### config.mk
export PLATFORM = sky130hd
export DESIGN_NAME = wb_expect_mem
export DESIGN_NICKNAME = d
export VERILOG_FILES = /design/src/rtl/arm_check_pkg.sv /design/src/rtl/wb_expect_mem.sv
export SDC_FILE = /design/constraint.sdc
export NUM_CORES = 1
export LEC_CHECK = 0
export CORE_UTILIZATION = 60
export DETAILED_ROUTE_END_ITERATION = 7
export PLACE_DENSITY = 0.85
export REMOVE_ABC_BUFFERS = 1
export SYNTH_ARGS = -nofsm -noshare
export SYNTH_HDL_FRONTEND = slang
export SYNTH_SLANG_ARGS = --single-unit
### constraint.sdc
create_clock -name clk -period 5.2 [get_ports clk]
set_clock_uncertainty 0.05 [all_clocks]
set_input_delay 1.04 -clock clk [delete_from_list [all_inputs] [get_ports clk]]
set_output_delay 1.04 -clock clk [all_outputs]
set_load 0.01 [all_outputs]
### src/rtl/arm_check_pkg.sv
`default_nettype none
// ============================================================================
// Module  : arm_check_pkg
// Brief   : Shared types for the writeback trace checker (state, entry).
// Revision: 1.0
// ============================================================================
package arm_check_pkg;

    localparam int WB_DEST_W = 4;
    localparam int WB_DATA_W = 32;

    typedef enum logic [1:0] {
        ST_IDLE = 2'd0,
        ST_RUN  = 2'd1,
        ST_PASS = 2'd2,
        ST_FAIL = 2'd3
    } chk_state_t;

    typedef struct packed {
        logic [WB_DEST_W-1:0] dest;
        logic [WB_DATA_W-1:0] value;
    } wb_entry_t;

endpackage
`default_nettype wire

### src/rtl/wb_expect_mem.sv
`default_nettype none
// ============================================================================
// Module  : wb_expect_mem
// Brief   : Expected-writeback table, DEPTH x 36 bit, sync write, async read.
// Revision: 1.0
// ============================================================================
module wb_expect_mem
    import arm_check_pkg::*;
#(
    parameter int DEPTH = 16,
    parameter int AW    = $clog2(DEPTH)
) (
    input  logic          clk,
    input  logic          we,
    input  logic [AW-1:0] waddr,
    input  wb_entry_t     wdata,
    input  logic [AW-1:0] raddr,
    output wb_entry_t     rdata
);

    localparam logic [AW:0] c_depth = (AW+1)'(DEPTH);

    wb_entry_t r_mem [DEPTH];

    // No reset: the table must survive rst so a run can be repeated.
    always_ff @(posedge clk) begin
        if (we && ({1'b0, waddr} < c_depth)) begin
            r_mem[waddr] <= wdata;
        end
    end

    assign rdata = ({1'b0, raddr} < c_depth) ? r_mem[raddr] : '0;

endmodule
`default_nettype wire

==> impl_metrics.xml, run 1 <==
<?xml version="1.0" encoding="UTF-8"?>
<metrics>
  <group name="status">
    <metric name="outcome" unit="">complete, but fails checks</metric>
    <metric name="failed_checks" unit="">design-rule violations</metric>
  </group>
  <group name="timing">
    <metric name="max_freq" unit="GHz">0.2131</metric>
    <metric name="setup_violations" unit="">0</metric>
    <metric name="post-route-worst-setup-slack" unit="ps">508.0</metric>
    <metric name="slew_at_the_pin_closest_to_its_max_slew_limit" unit="ps">1007</metric>
    <metric name="setup_total_negative_slack" unit="ps">0</metric>
    <metric name="worst_hold_slack" unit="ps">1347</metric>
    <metric name="number_of_max_slew_violations_in_the_final_report" unit="">0</metric>
    <metric name="final.period_utilization" unit="%">90.23</metric>
    <metric name="fin_crit" unit="ps">4692</metric>
    <metric name="rsz_0062_raised_after_global_routing" unit="">no</metric>
    <metric name="final_hold_violation_count" unit="">0</metric>
    <metric name="timing.max_slew.rel_slack" unit="%">32.71</metric>
  </group>
  <group name="critical_path">
    <metric name="setup.worst_path.end_class" unit="">output pin</metric>
    <metric name="crit_required" unit="ps">4110</metric>
    <metric name="critPathArrivalTime" unit="ps">3600</metric>
    <metric name="cp_max_fo" unit="">21</metric>
    <metric name="worst_setup_path_startpoint" unit="">raddr[2]</metric>
    <metric name="critPathKind" unit="">in -&gt; out</metric>
    <metric name="crit_start_category" unit="">primary input</metric>
  </group>
  <group name="place">
    <metric name="detailedPlace.worstSlack" unit="ps">605.0</metric>
    <metric name="dp_hpwl" unit="µm">25800</metric>
    <metric name="dpl.cell_count" unit="">1434</metric>
    <metric name="place.port_buffers" unit="">81</metric>
    <metric name="finalWeightedCongestion" unit="">0.7304</metric>
    <metric name="postPlaceCellArea" unit="µm²">23280</metric>
  </group>
  <group name="logic_synthesis">
    <metric name="ffs_latches_synth" unit="">576</metric>
    <metric name="netlist_area" unit="µm²">21600</metric>
    <metric name="synth_cell_types" unit="">17</metric>
    <metric name="synth_cells" unit="">902</metric>
    <metric name="yosysWarnings" unit="">0</metric>
    <metric name="postSynthAreaPerCell" unit="µm²">23.95</metric>
    <metric name="share_of_synthesized_area_occupied_by_flip_flops_and_latches" unit="%">80.08</metric>
  </group>
  <group name="power_and_ir_drop">
    <metric name="power-per-cell-area" unit="nW/µm²">380.9</metric>
    <metric name="leakage" unit="nW">7.807</metric>
    <metric name="vdd_ir_drop_max" unit="mV">0.2450</metric>
  </group>
  <group name="grt">
    <metric name="via_count_of_the_first_global_routing_pass" unit="">10910</metric>
    <metric name="grt_pass1_wl" unit="µm">72780</metric>
    <metric name="globalRoute.totalOverflow" unit="">0</metric>
    <metric name="antenna_found_initial" unit="">3</metric>
    <metric name="maximum_number_of_pins_on_one_net_before_global_route_repair" unit="">47</metric>
    <metric name="grt_util_all_layers" unit="%">28.57</metric>
  </group>
  <group name="clocking">
    <metric name="post-cts-setup-buffers" unit="">0</metric>
    <metric name="max-clock-path-buffers" unit="">3</metric>
    <metric name="cts_max_level" unit="">2</metric>
    <metric name="tritoncts" unit="">built</metric>
    <metric name="ctsRootBufferMaster" unit="">clkbuf_16</metric>
    <metric name="cts_hold_buffers" unit="">0</metric>
    <metric name="cts_inserted_buffers" unit="">53</metric>
    <metric name="cts_resized" unit="">0</metric>
    <metric name="clkTransAtPathRegs" unit="ps">70</metric>
    <metric name="cts_sinks" unit="">576</metric>
  </group>
  <group name="floorplanning">
    <metric name="width_of_the_die" unit="µm">191.7</metric>
    <metric name="placeableCoreArea" unit="µm²">35480</metric>
    <metric name="rows" unit="">69</metric>
    <metric name="io_count" unit="">82</metric>
    <metric name="die-height" unit="µm">191.7</metric>
    <metric name="start_util" unit="%">60.87</metric>
    <metric name="die_area" unit="µm²">36760</metric>
  </group>
  <group name="cells_and_area">
    <metric name="top_register" unit="">r_mem</metric>
    <metric name="area_growth" unit="%">15.28</metric>
    <metric name="share_of_final_layout_standard_cells_stronger_than_drive_strength_1" unit="%">25.35</metric>
    <metric name="finalInstanceArea" unit="µm²">24900</metric>
    <metric name="layout.cells.non_filler" unit="">1533</metric>
    <metric name="top_registers" unit="">r_mem x576</metric>
    <metric name="layout.filler_cells" unit="">1957</metric>
    <metric name="num-nets-final" unit="">1074</metric>
    <metric name="largest_reg_flops" unit="">576</metric>
  </group>
  <group name="routing">
    <metric name="routed_wirelength" unit="µm">50820</metric>
    <metric name="wl_per_cell" unit="µm">33.15</metric>
    <metric name="ant_nets" unit="">0</metric>
    <metric name="drt_iter0_drc" unit="">1263</metric>
    <metric name="via_per_inst" unit="">6.950</metric>
    <metric name="drcViolationCount" unit="">4</metric>
    <metric name="drt_pre_antenna_iters" unit="">7</metric>
    <metric name="via_count" unit="">10650</metric>
  </group>
  <group name="flow_run">
    <metric name="maxCapViolations" unit="">0</metric>
  </group>
  <group name="worst_hold_path">
    <metric name="min_path_type" unit="">in -&gt; reg</metric>
    <metric name="hold_start" unit="">wdata[24]</metric>
  </group>
</metrics>
[synth_stat cells (all sizes together)]
cell type    n  area share, %
edfxtp     576             80
nor2        13           0.23
nand2       37           0.64
nor2b        2          0.058
nand3        1          0.023
clkbuf      21           0.36
a22oi       72            2.5
nor3         4          0.093
buf         26           0.80
nand2b       2          0.058
nand3b       2          0.069
or3b         1          0.041
mux4       144             15
and2         1          0.029
[stage by stage]
| step | utilization [%] | total power (W) |
|---|---|---|
| floorplan | - | 0.005552 |
| global placement | 65.61 | 0.005858 |
| detailed placement | 65.61 | 0.005884 |
| CTS | 70.15 | 0.009495 |
| global route | 70.16 | 0.009701 |
| finish | 70.18 | 0.009485 |
[power breakdown]
part / switching [W] / total, W / internal [W]
Combinational: 0.000310 / 0.000566 / 0.000256
Clock: 0.00163 / 0.00368 / 0.00205
Sequential: 0.0000301 / 0.00524 / 0.00521
Total: 0.00197 / 0.00948 / 0.00751
[logic make-up after synthesis]
| group | share of synthesized area [%] |
|---|---|
| buffers and inverters | 1.164 |
| DFF | 80.08 |
| AOI/OAI and AO/OA | 2.502 |
| and+or+nand+nor | 1.240 |
| muxes | 15.01 |
[worst paths after layout]
kind | to | slack, ps | cells past startpoint
max | rdata[16] | 510 | 6
min | r_mem[1][24] | 1350 | 1
[layout make-up]
cell class / count / area (µm²) / share of cell area [%]
multi-input combinational: 279 / 4185 / 16.81
timing repair buffer: 118 / 1220 / 4.899
clock inverter: 26 / 202.7 / 0.8140
sequential: 576 / 17300 / 69.46
clock buffer: 70 / 1411 / 5.668
tap: 461 / 576.8 / 2.316
antenna: 3 / 7.507 / 0.03015
[worst max-delay path, stage by stage]
cell and delay, ps:
clkdlybuf4s50_1 530, nor2_4 830, buf_4 320, a22oi_1 110
nand2_1 130, clkdlybuf4s50_1 630
[cell usage in the layout (no fill, tap or decap), types with 2 or more instances in the layout]
| cell | Yosys | routed |
|---|---|---|
| buf_4 | 1 | 27 |
| bufinv_16 | 0 | 3 |
| clkbuf_1 | 21 | 16 |
| clkinv_2 | 0 | 8 |
| nand3b_1 | 2 | 2 |
| mux4_2 | 144 | 144 |
| edfxtp_1 | 576 | 576 |
| clkbuf_16 | 0 | 54 |
| buf_12 | 0 | 10 |
| clkdlybuf4s50_1 | 0 | 79 |
| nand2b_1 | 2 | 2 |
| clkinv_1 | 0 | 13 |
| nor2_4 | 0 | 13 |
| a22oi_1 | 72 | 72 |
| nand2_1 | 37 | 37 |
| diode_2 | 0 | 3 |
| nor2b_4 | 0 | 2 |
| nor3_2 | 0 | 4 |
[layer usage]
metal  track usage, %  vias up  wire, µm
met4            9.707        0      1423
met5                0        -         0
met1            39.20     5587     18650
met2            46.60      800     25910
met3            5.682      110      4832
li1                 -     4157         -
Note: power is estimated with default switching activity, not from simulation.
==> run 2, diff against run 1 <==
- CTS_CLUSTER_SIZE: default -> 28
==> results of run 2 <==
No change in the layout: final DEF, timing and power equal those of run 1.
==> run 3, diff against run 2 <==
- CORE_UTILIZATION: 60 -> 50
- PLACE_DENSITY: 0.85 -> 0.73
==> impl_metrics.xml, run 3 (same netlist as run 1, synthesis figures left out) <==
<?xml version="1.0" encoding="UTF-8"?>
<metrics>
  <group name="routing">
    <metric name="detail_route.wirelength.met1" unit="µm">18960</metric>
    <metric name="met3WireLength" unit="µm">3950</metric>
    <metric name="drcViolationCount" unit="">0</metric>
    <metric name="routed_wirelength" unit="µm">46240</metric>
    <metric name="dr_wl_met2" unit="µm">22570</metric>
    <metric name="via_count" unit="">10140</metric>
    <metric name="ant_nets" unit="">0</metric>
    <metric name="wl_per_cell" unit="µm">28.01</metric>
    <metric name="via_per_inst" unit="">6.144</metric>
    <metric name="highest_signal_layer_in_the_routed_design" unit="">met5</metric>
    <metric name="drt_iter0_drc" unit="">1246</metric>
    <metric name="drt_pre_antenna_iters" unit="">5</metric>
  </group>
  <group name="clocking">
    <metric name="cts_inserted_buffers" unit="">54</metric>
    <metric name="post-cts-setup-buffers" unit="">0</metric>
    <metric name="cts_resized" unit="">0</metric>
    <metric name="cts_hold_buffers" unit="">0</metric>
    <metric name="tritoncts" unit="">built</metric>
    <metric name="ctsRootBufferMaster" unit="">clkbuf_16</metric>
    <metric name="max-clock-path-buffers" unit="">3</metric>
    <metric name="clkTransAtPathRegs" unit="ps">60</metric>
    <metric name="cts_sinks" unit="">576</metric>
    <metric name="cts_max_level" unit="">2</metric>
  </group>
  <group name="grt">
    <metric name="antenna_found_initial" unit="">1</metric>
    <metric name="globalRoute.totalOverflow" unit="">0</metric>
    <metric name="maximum_number_of_pins_on_one_net_before_global_route_repair" unit="">52</metric>
    <metric name="grt_pass1_wl" unit="µm">68580</metric>
    <metric name="via_count_of_the_first_global_routing_pass" unit="">10550</metric>
    <metric name="grt_util_all_layers" unit="%">21.57</metric>
  </group>
  <group name="cells_and_area">
    <metric name="top_registers" unit="">r_mem x576</metric>
    <metric name="postLayoutCoreUtil" unit="%">59.26</metric>
    <metric name="finalInstanceArea" unit="µm²">25080</metric>
    <metric name="final_cell_mix" unit="">edfxtp_1 (576), mux4_2 (144), clkdlybuf4s50_1 (79)</metric>
    <metric name="layout.cells.non_filler" unit="">1651</metric>
    <metric name="num-nets-final" unit="">1081</metric>
    <metric name="largest_reg_flops" unit="">576</metric>
    <metric name="area_growth" unit="%">16.12</metric>
    <metric name="layout.cells.most_common" unit="">edfxtp_1</metric>
    <metric name="share_of_final_layout_standard_cells_stronger_than_drive_strength_1" unit="%">26.07</metric>
    <metric name="ant_diodes" unit="">0</metric>
    <metric name="top_register" unit="">r_mem</metric>
  </group>
  <group name="place">
    <metric name="postPlaceCellArea" unit="µm²">23460</metric>
    <metric name="dpl.cell_count" unit="">1556</metric>
    <metric name="place.port_buffers" unit="">81</metric>
    <metric name="dp_hpwl" unit="µm">24560</metric>
    <metric name="finalWeightedCongestion" unit="">0.7359</metric>
  </group>
  <group name="critical_path">
    <metric name="crit_required" unit="ps">4110</metric>
    <metric name="critPathKind" unit="">in -&gt; out</metric>
    <metric name="cp_max_fo" unit="">21</metric>
    <metric name="setup.worst_path.end_class" unit="">output pin</metric>
    <metric name="crit_start_category" unit="">primary input</metric>
    <metric name="critPathArrivalTime" unit="ps">3370</metric>
  </group>
  <group name="worst_hold_path">
    <metric name="number_of_instances_on_the_worst_hold_path" unit="">1</metric>
    <metric name="worst_hold_path.endpoint" unit="">r_mem[0][5]</metric>
    <metric name="hold_start" unit="">wdata[5]</metric>
    <metric name="min_path_type" unit="">in -&gt; reg</metric>
  </group>
  <group name="timing">
    <metric name="final.period_utilization" unit="%">85.69</metric>
    <metric name="max_freq" unit="GHz">0.2244</metric>
    <metric name="setup_violations" unit="">0</metric>
    <metric name="timing.max_slew.rel_slack" unit="%">37.87</metric>
    <metric name="final_hold_violation_count" unit="">0</metric>
    <metric name="slew_at_the_pin_closest_to_its_max_slew_limit" unit="ps">929.7</metric>
    <metric name="fin_crit" unit="ps">4456</metric>
    <metric name="worst_hold_slack" unit="ps">1309</metric>
    <metric name="number_of_max_slew_violations_in_the_final_report" unit="">0</metric>
    <metric name="rsz_0062_raised_after_global_routing" unit="">no</metric>
    <metric name="setup_total_negative_slack" unit="ps">0</metric>
  </group>
  <group name="floorplanning">
    <metric name="start_util" unit="%">51.04</metric>
    <metric name="rows" unit="">75</metric>
    <metric name="placeableCoreArea" unit="µm²">42320</metric>
    <metric name="die_area" unit="µm²">44030</metric>
    <metric name="die-height" unit="µm">209.8</metric>
    <metric name="io_count" unit="">82</metric>
    <metric name="width_of_the_die" unit="µm">209.8</metric>
  </group>
  <group name="power_and_ir_drop">
    <metric name="power-per-cell-area" unit="nW/µm²">376.9</metric>
    <metric name="vdd_ir_drop_max" unit="mV">0.2672</metric>
    <metric name="leakage" unit="nW">7.848</metric>
  </group>
  <group name="status">
    <metric name="outcome" unit="">finished clean</metric>
  </group>
  <group name="flow_run">
    <metric name="maxCapViolations" unit="">0</metric>
  </group>
</metrics>
## run 3: how the worst max path moves through the flow
stage | start | end | slack (ps) | cells past startpoint
finish | raddr[2] | rdata[21] | 740 | 6
global route | raddr[2] | rdata[3] | 700 | 6
CTS | raddr[2] | rdata[21] | 770 | 6
detailed placement | raddr[2] | rdata[21] | 790 | 6
global placement | raddr[2] | rdata[3] | 790 | 6
floorplan | waddr[2] | r_mem[0][0] | 650 | 2
## run 3: cell type report
class / instances / area, µm²
sequential: 576 / 17300
multi-input combinational: 279 / 4185
clock inverter: 30 / 210.2
fill: 2910 / 17240
clock buffer: 65 / 1414
timing repair buffer: 124 / 1252
tap: 577 / 721.9
## run 3: stage by stage
step / setup slack, ps / total power (W)
after floorplan: 649.2 / 0.005552
after global placement: 794.2 / 0.005870
after detailed placement: 794.5 / 0.005883
after CTS: 770.6 / 0.009511
after global routing: 696.8 / 0.009703
final: 744.2 / 0.009453
## run 3: report_power, final
part	leakage, nW	internal (W)	total, W	switching (W)
Sequential	5.20	0.00521	0.00523	0.0000219
Clock	0.803	0.00207	0.00367	0.00160
Combinational	1.84	0.000256	0.000555	0.000300
Total	7.85	0.00753	0.00945	0.00192
## run 3: layer usage
layer	track usage, %	vias up
met2	34.63	505
met3	4.250	59
met4	4.707	2
met5	0	-
li1	-	4152
met1	31.12	5426
## run 3: worst max-delay path, cell delays in order
cell             delay, ps
clkdlybuf4s50_1        610
and2_2                 710
buf_4                  250
a22oi_1                 70
nand2_1                130
clkdlybuf4s50_1        540
